`config.mk`:
```
export PLATFORM = sky130hd
export DESIGN_NAME = read_data_flat
export DESIGN_NICKNAME = d
export VERILOG_FILES = /design/src/rtl/cache_pkg.sv /design/src/rtl/read_data_if.sv /design/src/rtl/rdata_mask.sv /design/src/rtl/read_data.sv /design/src/flat_wrapper.sv
export SDC_FILE = /design/constraint.sdc
export NUM_CORES = 1
export LEC_CHECK = 0
export CORE_MARGIN = 3
export CORE_UTILIZATION = 42
export DETAILED_ROUTE_END_ITERATION = 8
export PLACE_DENSITY = 0.74
export REMOVE_ABC_BUFFERS = 1
export SLEW_MARGIN = 5
export SYNTH_ARGS = -nofsm -noshare
export SYNTH_HDL_FRONTEND = slang
export SYNTH_SLANG_ARGS = --single-unit
export TNS_END_PERCENT = 100
```
`constraint.sdc`:
```
create_clock -name clk -period 4.22 [get_ports clk]
set_input_delay 0.422 -clock clk [delete_from_list [all_inputs] [get_ports clk]]
set_output_delay 0.422 -clock clk [all_outputs]
set_load 0.02 [all_outputs]
```
`src/rtl/cache_pkg.sv`:
```
// Shared types and constants for the cache read/write data paths.
package cache_pkg;

    localparam int unsigned WORD_W = 32;
    localparam int unsigned BEATS  = 2;

    typedef enum logic {
        IDLE = 1'b0,
        FILL = 1'b1
    } state_t;

    // Expand a 4-bit byte enable into a 32-bit lane mask.
    function automatic logic [WORD_W-1:0] bval_mask(input logic [3:0] bval);
        logic [WORD_W-1:0] m;
        m = '0;
        for (int unsigned i = 0; i < 4; i++) begin
            m[i*8 +: 8] = {8{bval[i]}};
        end
        return m;
    endfunction

endpackage

```
`src/rtl/read_data_if.sv`:
```
// Request/response bundle between the cache controller, data array, memory and read_data.
interface read_data_if
    import cache_pkg::*;
#(
    parameter int unsigned CACHE_STR_WIDTH = 64,
    parameter int unsigned OFFSET_WIDTH    = 3
) ();

    logic                       hit_req;
    logic                       fill_req;
    logic [CACHE_STR_WIDTH-1:0] cache_data;
    logic [OFFSET_WIDTH-1:0]    offset;
    logic [3:0]                 sys_bval;
    logic [WORD_W-1:0]          mem_rdata;
    logic                       mem_rvalid;
    logic [WORD_W-1:0]          sys_rdata;
    logic                       sys_ack;
    logic [CACHE_STR_WIDTH-1:0] fill_data;
    logic                       fill_we;
    logic                       busy;

    modport master (
        output hit_req, fill_req, cache_data, offset, sys_bval, mem_rdata, mem_rvalid,
        input  sys_rdata, sys_ack, fill_data, fill_we, busy
    );

    modport slave (
        input  hit_req, fill_req, cache_data, offset, sys_bval, mem_rdata, mem_rvalid,
        output sys_rdata, sys_ack, fill_data, fill_we, busy
    );

endinterface

```
`src/rtl/rdata_mask.sv`:
```
// Selects one 32-bit word out of a line and zeroes the disabled byte lanes.
module rdata_mask
    import cache_pkg::*;
#(
    parameter int unsigned CACHE_STR_WIDTH = 64,
    parameter int unsigned IDX_W           = 1
) (
    input  logic [CACHE_STR_WIDTH-1:0] line,
    input  logic [IDX_W-1:0]           word_idx,
    input  logic [3:0]                 bval,
    output logic [WORD_W-1:0]          word
);

    localparam int unsigned N_WORDS = CACHE_STR_WIDTH / WORD_W;

    logic [WORD_W-1:0] sel;

    always_comb begin
        sel = '0;
        for (int unsigned i = 0; i < N_WORDS; i++) begin
            if (word_idx == IDX_W'(i)) begin
                sel = line[i*WORD_W +: WORD_W];
            end
        end
        word = sel & bval_mask(bval);
    end

endmodule

```
`src/rtl/read_data.sv`:
```
// Cache read-return path: serves hits from the array, assembles misses from memory
// beats with early critical-word forwarding, and hands the full line to the array.
module read_data
    import cache_pkg::*;
#(
    parameter int unsigned CACHE_STR_WIDTH = 64,
    parameter int unsigned OFFSET_WIDTH    = 3
) (
    input  logic        clk,
    input  logic        rst_n,
    read_data_if.slave  bus
);

    localparam int unsigned LINE_BEATS = CACHE_STR_WIDTH / WORD_W;
    localparam int unsigned IDX_W      = $clog2(LINE_BEATS);
    localparam logic [IDX_W-1:0] LAST_BEAT = IDX_W'(LINE_BEATS - 1);

    state_t                     state_q, state_d;
    logic [IDX_W-1:0]           beat_cnt_q, beat_cnt_d;
    logic [IDX_W-1:0]           word_idx_q, word_idx_d;
    logic [3:0]                 bval_q, bval_d;
    logic [CACHE_STR_WIDTH-1:0] line_buf_q, line_buf_d;
    logic [WORD_W-1:0]          sys_rdata_q, sys_rdata_d;
    logic                       sys_ack_q, sys_ack_d;
    logic [CACHE_STR_WIDTH-1:0] fill_data_q, fill_data_d;
    logic                       fill_we_q, fill_we_d;

    logic [CACHE_STR_WIDTH-1:0] mask_line;
    logic [IDX_W-1:0]           mask_idx;
    logic [3:0]                 mask_bval;
    logic [WORD_W-1:0]          mask_word;
    logic                       last_beat;

    assign last_beat = (beat_cnt_q == LAST_BEAT);

    // One masker serves both paths: during a fill the beat is replicated across the
    // line so the latched word index always lands on the incoming beat.
    rdata_mask #(
        .CACHE_STR_WIDTH (CACHE_STR_WIDTH),
        .IDX_W           (IDX_W)
    ) u_rdata_mask (
        .line     (mask_line),
        .word_idx (mask_idx),
        .bval     (mask_bval),
        .word     (mask_word)
    );

    always_ff @(posedge clk or negedge rst_n) begin
        if (!rst_n) begin
            state_q <= IDLE;
        end else begin
            state_q <= state_d;
        end
    end

    always_comb begin
        state_d = state_q;
        case (state_q)
            IDLE: if (!bus.hit_req && bus.fill_req) state_d = FILL;
            FILL: if (bus.mem_rvalid && last_beat)  state_d = IDLE;
            default: state_d = IDLE;
        endcase
    end

    always_comb begin
        beat_cnt_d  = beat_cnt_q;
        word_idx_d  = word_idx_q;
        bval_d      = bval_q;
        line_buf_d  = line_buf_q;
        sys_rdata_d = sys_rdata_q;
        sys_ack_d   = 1'b0;
        fill_data_d = fill_data_q;
        fill_we_d   = 1'b0;
        mask_line   = bus.cache_data;
        mask_idx    = bus.offset[OFFSET_WIDTH-1 -: IDX_W];
        mask_bval   = bus.sys_bval;

        case (state_q)
            IDLE: begin
                if (bus.hit_req) begin
                    sys_ack_d   = 1'b1;
                    sys_rdata_d = mask_word;
                end else if (bus.fill_req) begin
                    word_idx_d = bus.offset[OFFSET_WIDTH-1 -: IDX_W];
                    bval_d     = bus.sys_bval;
                    beat_cnt_d = '0;
                end
            end
            FILL: begin
                mask_line = {LINE_BEATS{bus.mem_rdata}};
                mask_idx  = word_idx_q;
                mask_bval = bval_q;
                if (bus.mem_rvalid) begin
                    for (int unsigned i = 0; i < LINE_BEATS; i++) begin
                        if (beat_cnt_q == IDX_W'(i)) begin
                            line_buf_d[i*WORD_W +: WORD_W] = bus.mem_rdata;
                        end
                    end
                    if (beat_cnt_q == word_idx_q) begin
                        sys_ack_d   = 1'b1;
                        sys_rdata_d = mask_word;
                    end
                    if (last_beat) begin
                        fill_we_d   = 1'b1;
                        fill_data_d = line_buf_d;
                        beat_cnt_d  = '0;
                    end else begin
                        beat_cnt_d = beat_cnt_q + 1'b1;
                    end
                end
            end
            default: ;
        endcase
    end

    always_ff @(posedge clk or negedge rst_n) begin
        if (!rst_n) begin
            beat_cnt_q  <= '0;
            word_idx_q  <= '0;
            bval_q      <= '0;
            line_buf_q  <= '0;
            sys_rdata_q <= '0;
            sys_ack_q   <= 1'b0;
            fill_data_q <= '0;
            fill_we_q   <= 1'b0;
        end else begin
            beat_cnt_q  <= beat_cnt_d;
            word_idx_q  <= word_idx_d;
            bval_q      <= bval_d;
            line_buf_q  <= line_buf_d;
            sys_rdata_q <= sys_rdata_d;
            sys_ack_q   <= sys_ack_d;
            fill_data_q <= fill_data_d;
            fill_we_q   <= fill_we_d;
        end
    end

    assign bus.sys_rdata = sys_rdata_q;
    assign bus.sys_ack   = sys_ack_q;
    assign bus.fill_data = fill_data_q;
    assign bus.fill_we   = fill_we_q;
    assign bus.busy      = (state_q == FILL);

    a_no_dual_req: assert property (
        @(posedge clk) disable iff (!rst_n)
        !(state_q == IDLE && bus.hit_req && bus.fill_req)
    );

endmodule

```
`src/flat_wrapper.sv`:
```
// flat-port wrapper written by rule: the top's interface ports become plain ports
module read_data_flat import cache_pkg::*;
#(
    parameter int unsigned CACHE_STR_WIDTH = 64,
    parameter int unsigned OFFSET_WIDTH    = 3
)
  (clk, rst_n, bus_hit_req, bus_fill_req, bus_cache_data, bus_offset, bus_sys_bval, bus_mem_rdata, bus_mem_rvalid, bus_sys_rdata, bus_sys_ack, bus_fill_data, bus_fill_we, bus_busy);
  read_data_if #(.CACHE_STR_WIDTH(CACHE_STR_WIDTH), .OFFSET_WIDTH(OFFSET_WIDTH)) bus_i ();
  input  logic clk;
  input  logic rst_n;
  input wire logic [$bits(bus_i.hit_req)-1:0] bus_hit_req;
  input wire logic [$bits(bus_i.fill_req)-1:0] bus_fill_req;
  input wire logic [$bits(bus_i.cache_data)-1:0] bus_cache_data;
  input wire logic [$bits(bus_i.offset)-1:0] bus_offset;
  input wire logic [$bits(bus_i.sys_bval)-1:0] bus_sys_bval;
  input wire logic [$bits(bus_i.mem_rdata)-1:0] bus_mem_rdata;
  input wire logic [$bits(bus_i.mem_rvalid)-1:0] bus_mem_rvalid;
  output wire logic [$bits(bus_i.sys_rdata)-1:0] bus_sys_rdata;
  output wire logic [$bits(bus_i.sys_ack)-1:0] bus_sys_ack;
  output wire logic [$bits(bus_i.fill_data)-1:0] bus_fill_data;
  output wire logic [$bits(bus_i.fill_we)-1:0] bus_fill_we;
  output wire logic [$bits(bus_i.busy)-1:0] bus_busy;
  assign bus_i.hit_req = bus_hit_req;
  assign bus_i.fill_req = bus_fill_req;
  assign bus_i.cache_data = bus_cache_data;
  assign bus_i.offset = bus_offset;
  assign bus_i.sys_bval = bus_sys_bval;
  assign bus_i.mem_rdata = bus_mem_rdata;
  assign bus_i.mem_rvalid = bus_mem_rvalid;
  assign bus_sys_rdata = bus_i.sys_rdata;
  assign bus_sys_ack = bus_i.sys_ack;
  assign bus_fill_data = bus_i.fill_data;
  assign bus_fill_we = bus_i.fill_we;
  assign bus_busy = bus_i.busy;
  read_data #(.CACHE_STR_WIDTH(CACHE_STR_WIDTH), .OFFSET_WIDTH(OFFSET_WIDTH)) u_core (.clk(clk), .rst_n(rst_n), .bus(bus_i));
endmodule
```
==> report_table.html <==
<table>
<tr><th>Metric</th><th>Value</th></tr>
<tr><th colspan="2">Status</th></tr>
<tr><td>Outcome</td><td>finished clean</td></tr>
<tr><th colspan="2">Layout</th></tr>
<tr><td>Ant. Diodes</td><td>0</td></tr>
<tr><td>Final non-filler cell total</td><td>963</td></tr>
<tr><td>Most frequent cells in the layout</td><td>sky130_fd_sc_hd__clkdlybuf4s50_1 (202), sky130_fd_sc_hd__nand2_1 (193), sky130_fd_sc_hd__dfrtp_1 (136)</td></tr>
<tr><td>Filler Cells Inserted</td><td>1121</td></tr>
<tr><td>Most common library cell in the layout ignoring fill and taps</td><td>sky130_fd_sc_hd__clkdlybuf4s50_1</td></tr>
<tr><td>Final instance area</td><td>9005 sq um</td></tr>
<tr><td>Proportion of layout cells with a drive suffix above 1</td><td>15.07%</td></tr>
<tr><td>Area growth syn-to-layout</td><td>44.40%</td></tr>
<tr><td>Total number of nets in the final design</td><td>878</td></tr>
<tr><th colspan="2">Power</th></tr>
<tr><td>Internal Pwr Total</td><td>4.473 mW</td></tr>
<tr><td>Net Switching</td><td>2.481 mW</td></tr>
<tr><td>Fraction of power consumed by combinational cells</td><td>43.7%</td></tr>
<tr><td>Final Total Pwr</td><td>6.955 mW</td></tr>
<tr><td>Proportion of power drawn by the clock network</td><td>23.6%</td></tr>
<tr><td>Leak Pwr</td><td>4.181 nW</td></tr>
<tr><td>Sw frac</td><td>35.68%</td></tr>
<tr><td>Proportion of power drawn by flip-flops and latches</td><td>32.7%</td></tr>
<tr><td>Maximum ir drop on the vdd rail</td><td>327.1 uV</td></tr>
<tr><td>Areal power density over the cells</td><td>772.3 nW/um^2</td></tr>
<tr><th colspan="2">Placed design</th></tr>
<tr><td>Routability congestion estimate from global placement</td><td>0.7503</td></tr>
<tr><td>Number of placed cells counting well taps</td><td>931</td></tr>
<tr><td>Port Buf Inserts</td><td>204</td></tr>
<tr><td>HPWL after detailed placement</td><td>10680 um</td></tr>
<tr><td>Dpl cell area</td><td>8352 sq um</td></tr>
<tr><td>Setup slack after placement</td><td>1.665 ns</td></tr>
<tr><th colspan="2">Floorplanning</th></tr>
<tr><td>Row Count</td><td>43</td></tr>
<tr><td>Starting density of the core</td><td>43.90%</td></tr>
<tr><td>Overall die area</td><td>16350 sq um</td></tr>
<tr><td>Top-level port count</td><td>207</td></tr>
<tr><td>Die Span X</td><td>127.9 um</td></tr>
<tr><td>Die span in y</td><td>127.9 um</td></tr>
<tr><td>Core area</td><td>14200 sq um</td></tr>
<tr><th colspan="2">Global route</th></tr>
<tr><td>Initial antenna violation count</td><td>0</td></tr>
<tr><td>Global-route total usage across every layer</td><td>20.33%</td></tr>
<tr><td>Met2 demand-to-capacity share in global routing</td><td>34.63%</td></tr>
<tr><td>Global routing usage on met3</td><td>6.125%</td></tr>
<tr><td>Aggregate global routing overflow</td><td>0</td></tr>
<tr><td>Vias in the first global route</td><td>5193</td></tr>
<tr><td>First-pass GRT wire length</td><td>26260 um</td></tr>
<tr><td>GRT met1 Usage</td><td>24.86%</td></tr>
<tr><td>Most congested layer reported by global routing</td><td>met2</td></tr>
<tr><td>Maximum number of pins on one net before global-route repair</td><td>104</td></tr>
<tr><th colspan="2">Drt</th></tr>
<tr><td>Vias</td><td>4798</td></tr>
<tr><td>First-pass iteration count of the detailed router</td><td>4</td></tr>
<tr><td>Routed Antenna Nets</td><td>0</td></tr>
<tr><td>Vias per cell</td><td>4.982</td></tr>
<tr><td>Routed wire length per instance</td><td>16.55 um</td></tr>
<tr><td>Drt drc</td><td>0</td></tr>
<tr><td>Routed Wire Length</td><td>15940 um</td></tr>
<tr><td>Initial DRC Count</td><td>282</td></tr>
<tr><th colspan="2">Timing</th></tr>
<tr><td>Final clock period utilization by the worst path</td><td>57.02%</td></tr>
<tr><td>Number of endpoints with negative hold slack in the final report</td><td>0</td></tr>
<tr><td>Max-Slew Margin vs Limit</td><td>20.58%</td></tr>
<tr><td>Maximum frequency from static timing analysis</td><td>0.4156 GHz</td></tr>
<tr><td>Hold slack</td><td>0.1099 ns</td></tr>
<tr><td>Worst Slack Setup Final</td><td>1.814 ns</td></tr>
<tr><td>Least-Margin Pin Slew</td><td>1.191 ns</td></tr>
<tr><td>Setup repair after global routing missed its margin</td><td>no</td></tr>
<tr><td>Worst-case clock skew</td><td>0.008838 ns</td></tr>
<tr><td>Crit path time final</td><td>2.406 ns</td></tr>
<tr><td>Final Slew Violations</td><td>0</td></tr>
<tr><td>Number of setup violations in the final report</td><td>0</td></tr>
<tr><th colspan="2">CTS</th></tr>
<tr><td>Post CTS Setup Buffer Count</td><td>0</td></tr>
<tr><td>Clock tree from TritonCTS</td><td>done</td></tr>
<tr><td>Clock buffer count from CTS</td><td>17</td></tr>
<tr><td>Clock sink total</td><td>137</td></tr>
<tr><td>Clock slew at reported path FFs</td><td>0.06 ns</td></tr>
<tr><td>Post-cts sizing count</td><td>0</td></tr>
<tr><td>H-tree depth reported by CTS</td><td>4</td></tr>
<tr><td>Number of hold buffers added after cts</td><td>0</td></tr>
<tr><td>CTS root buffer</td><td>sky130_fd_sc_hd__clkbuf_16</td></tr>
<tr><td>Clk Latency, worst-skew pair</td><td>0.41 ns</td></tr>
<tr><td>CTS Buffer Depth</td><td>2</td></tr>
<tr><th colspan="2">Critical path</th></tr>
<tr><td>Startpoint type of the worst setup path</td><td>flop</td></tr>
<tr><td>Crit Path Max Fanout</td><td>30</td></tr>
<tr><td>Endpoint required time on the critical path</td><td>4.55 ns</td></tr>
<tr><td>WS Path Type</td><td>flop to flop</td></tr>
<tr><td>Type of destination of the critical path</td><td>flop</td></tr>
<tr><td>Reg2reg setup slack</td><td>1.81 ns</td></tr>
<tr><td>Arrival time at the worst endpoint</td><td>2.74 ns</td></tr>
<tr><th colspan="2">Logic synthesis</th></tr>
<tr><td>Share of the yosys chip area belonging to registers</td><td>54.98%</td></tr>
<tr><td>Syn Std Cell Area</td><td>6236 sq um</td></tr>
<tr><td>Cell count after synthesis</td><td>575</td></tr>
<tr><td>Yosys warning count</td><td>0</td></tr>
<tr><td>Average cell area after synthesis</td><td>10.85 sq um</td></tr>
<tr><td>Unique cell type count in the Yosys netlist</td><td>21</td></tr>
<tr><td>Yosys reg bits</td><td>137</td></tr>
<tr><th colspan="2">Hold path</th></tr>
<tr><td>Hold Path Class</td><td>input pin to asynchronous set/reset pin</td></tr>
<tr><th colspan="2">Job</th></tr>
<tr><td>Count of maximum capacitance violations</td><td>0</td></tr>
</table>
-- through the flow --
stage                     setup TNS, ns  util, %
after global routing                  0    63.40
after CTS                             0    63.40
after global placement                0    58.80
after detailed placement              0    58.80
final                                 0    63.40
after floorplan                  -45.89        -
-- synthesized netlist by cell type --
| cell type | instances | area (sq um) |
|---|---|---|
| sky130_fd_sc_hd__buf_6 | 6 | 67.56 |
| sky130_fd_sc_hd__nor2_1 | 1 | 3.750 |
| sky130_fd_sc_hd__buf_4 | 3 | 22.52 |
| sky130_fd_sc_hd__nand2_2 | 1 | 6.260 |
| sky130_fd_sc_hd__o22ai_2 | 1 | 12.51 |
| sky130_fd_sc_hd__nand3_1 | 1 | 5.000 |
| sky130_fd_sc_hd__clkbuf_1 | 9 | 33.78 |
| sky130_fd_sc_hd__o211ai_1 | 32 | 240.2 |
| sky130_fd_sc_hd__nor3b_2 | 1 | 12.51 |
| sky130_fd_sc_hd__a21oi_1 | 1 | 5.000 |
| sky130_fd_sc_hd__mux2_2 | 44 | 495.5 |
| sky130_fd_sc_hd__nand2b_1 | 32 | 200.2 |
| sky130_fd_sc_hd__nand2_1 | 193 | 724.4 |
| sky130_fd_sc_hd__inv_1 | 34 | 127.6 |
| sky130_fd_sc_hd__xor2_1 | 1 | 8.760 |
| sky130_fd_sc_hd__or2_1 | 1 | 6.260 |
| sky130_fd_sc_hd__mux2_4 | 29 | 435.4 |
| sky130_fd_sc_hd__dfrtp_1 | 137 | 3428 |
| sky130_fd_sc_hd__mux2i_1 | 32 | 320.3 |
| sky130_fd_sc_hd__buf_2 | 15 | 75.07 |
| sky130_fd_sc_hd__o21ai_0 | 1 | 5.000 |
-- registers in the layout, indices dropped and copies added, names as in the netlist --
| signal | cells |
|---|---|
| u_core.bus.fill_we | 1 |
| u_core.line_buf_q | 32 |
| u_core.beat_cnt_q | 1 |
| u_core.bus.fill_data | 64 |
| u_core.bus.sys_rdata | 32 |
| u_core.word_idx_q | 1 |
| u_core.bus.sys_ack | 1 |
| u_core.bval_q | 4 |
| u_core.bus.busy | 1 |
-- cells by family (layout without fill, tap and decap cells) --
logic type / count (synthesis) / count (layout) / synth area share (%)
buf+inv: 67 / 275 / 5.237
mux: 105 / 105 / 20.06
flops: 137 / 137 / 54.98
compound gates: 35 / 35 / 4.213
simple gates: 230 / 230 / 15.37
xor+xnor: 1 / 1 / 0.1405
-- area by class of cell --
cell class / count / area (sq um) / area share [%]
repair buffers: 209 / 2076 / 23.05
flip-flops and latches: 137 / 3430 / 38.09
inverters: 34 / 127.6 / 1.417
multi-input cells: 371 / 2494 / 27.69
clock buffers: 20 / 456.7 / 5.072
clock inverters: 12 / 196.4 / 2.181
well taps: 180 / 225.2 / 2.501
-- worst max-delay path, cell delays in order, from the launching register on --
cell                      delay, ns
sky130_fd_sc_hd__dfrtp_2       0.74
sky130_fd_sc_hd__nand2_2       0.18
sky130_fd_sc_hd__o22ai_4       0.69
sky130_fd_sc_hd__buf_4         0.44
sky130_fd_sc_hd__mux2i_1       0.24
-- layer usage --
layer  vias up  wire length (um)
li1       2260                 -
met1      2369              6746
met2       151              7869
met3        18              1120
met4         0               206
met5         -                 0
-- path summary, 6_finish.rpt --
kind / startpoint / end / depth (start not counted)
setup / recovery: u_core.bus.busy / u_core.bus.sys_rdata[13] / 4
hold / removal: rst_n / u_core.bus.sys_rdata[12] / 1
setup reg to reg: u_core.bus.busy / u_core.bus.sys_rdata[13] / 4
hold reg to reg: u_core.line_buf_q[0] / u_core.bus.fill_data[0] / 2
max in group asynchronous: rst_n / u_core.bus.sys_rdata[15] / 2
min in group clk: u_core.line_buf_q[0] / u_core.bus.fill_data[0] / 2
-- power by group through the flow --
stage | registers, mW | logic, mW | clock network, mW
2_1_floorplan | 2.77 | 1.22 | 0
3_3_place_gp | 2.26 | 2.98 | 0
3_5_place_dp | 2.29 | 3.07 | 0
4_1_cts | 2.28 | 3.08 | 1.66
5_1_grt | 2.36 | 3.29 | 1.72
6_report | 2.27 | 3.04 | 1.64
No activity file was read; power rests on OpenSTA's default activity.
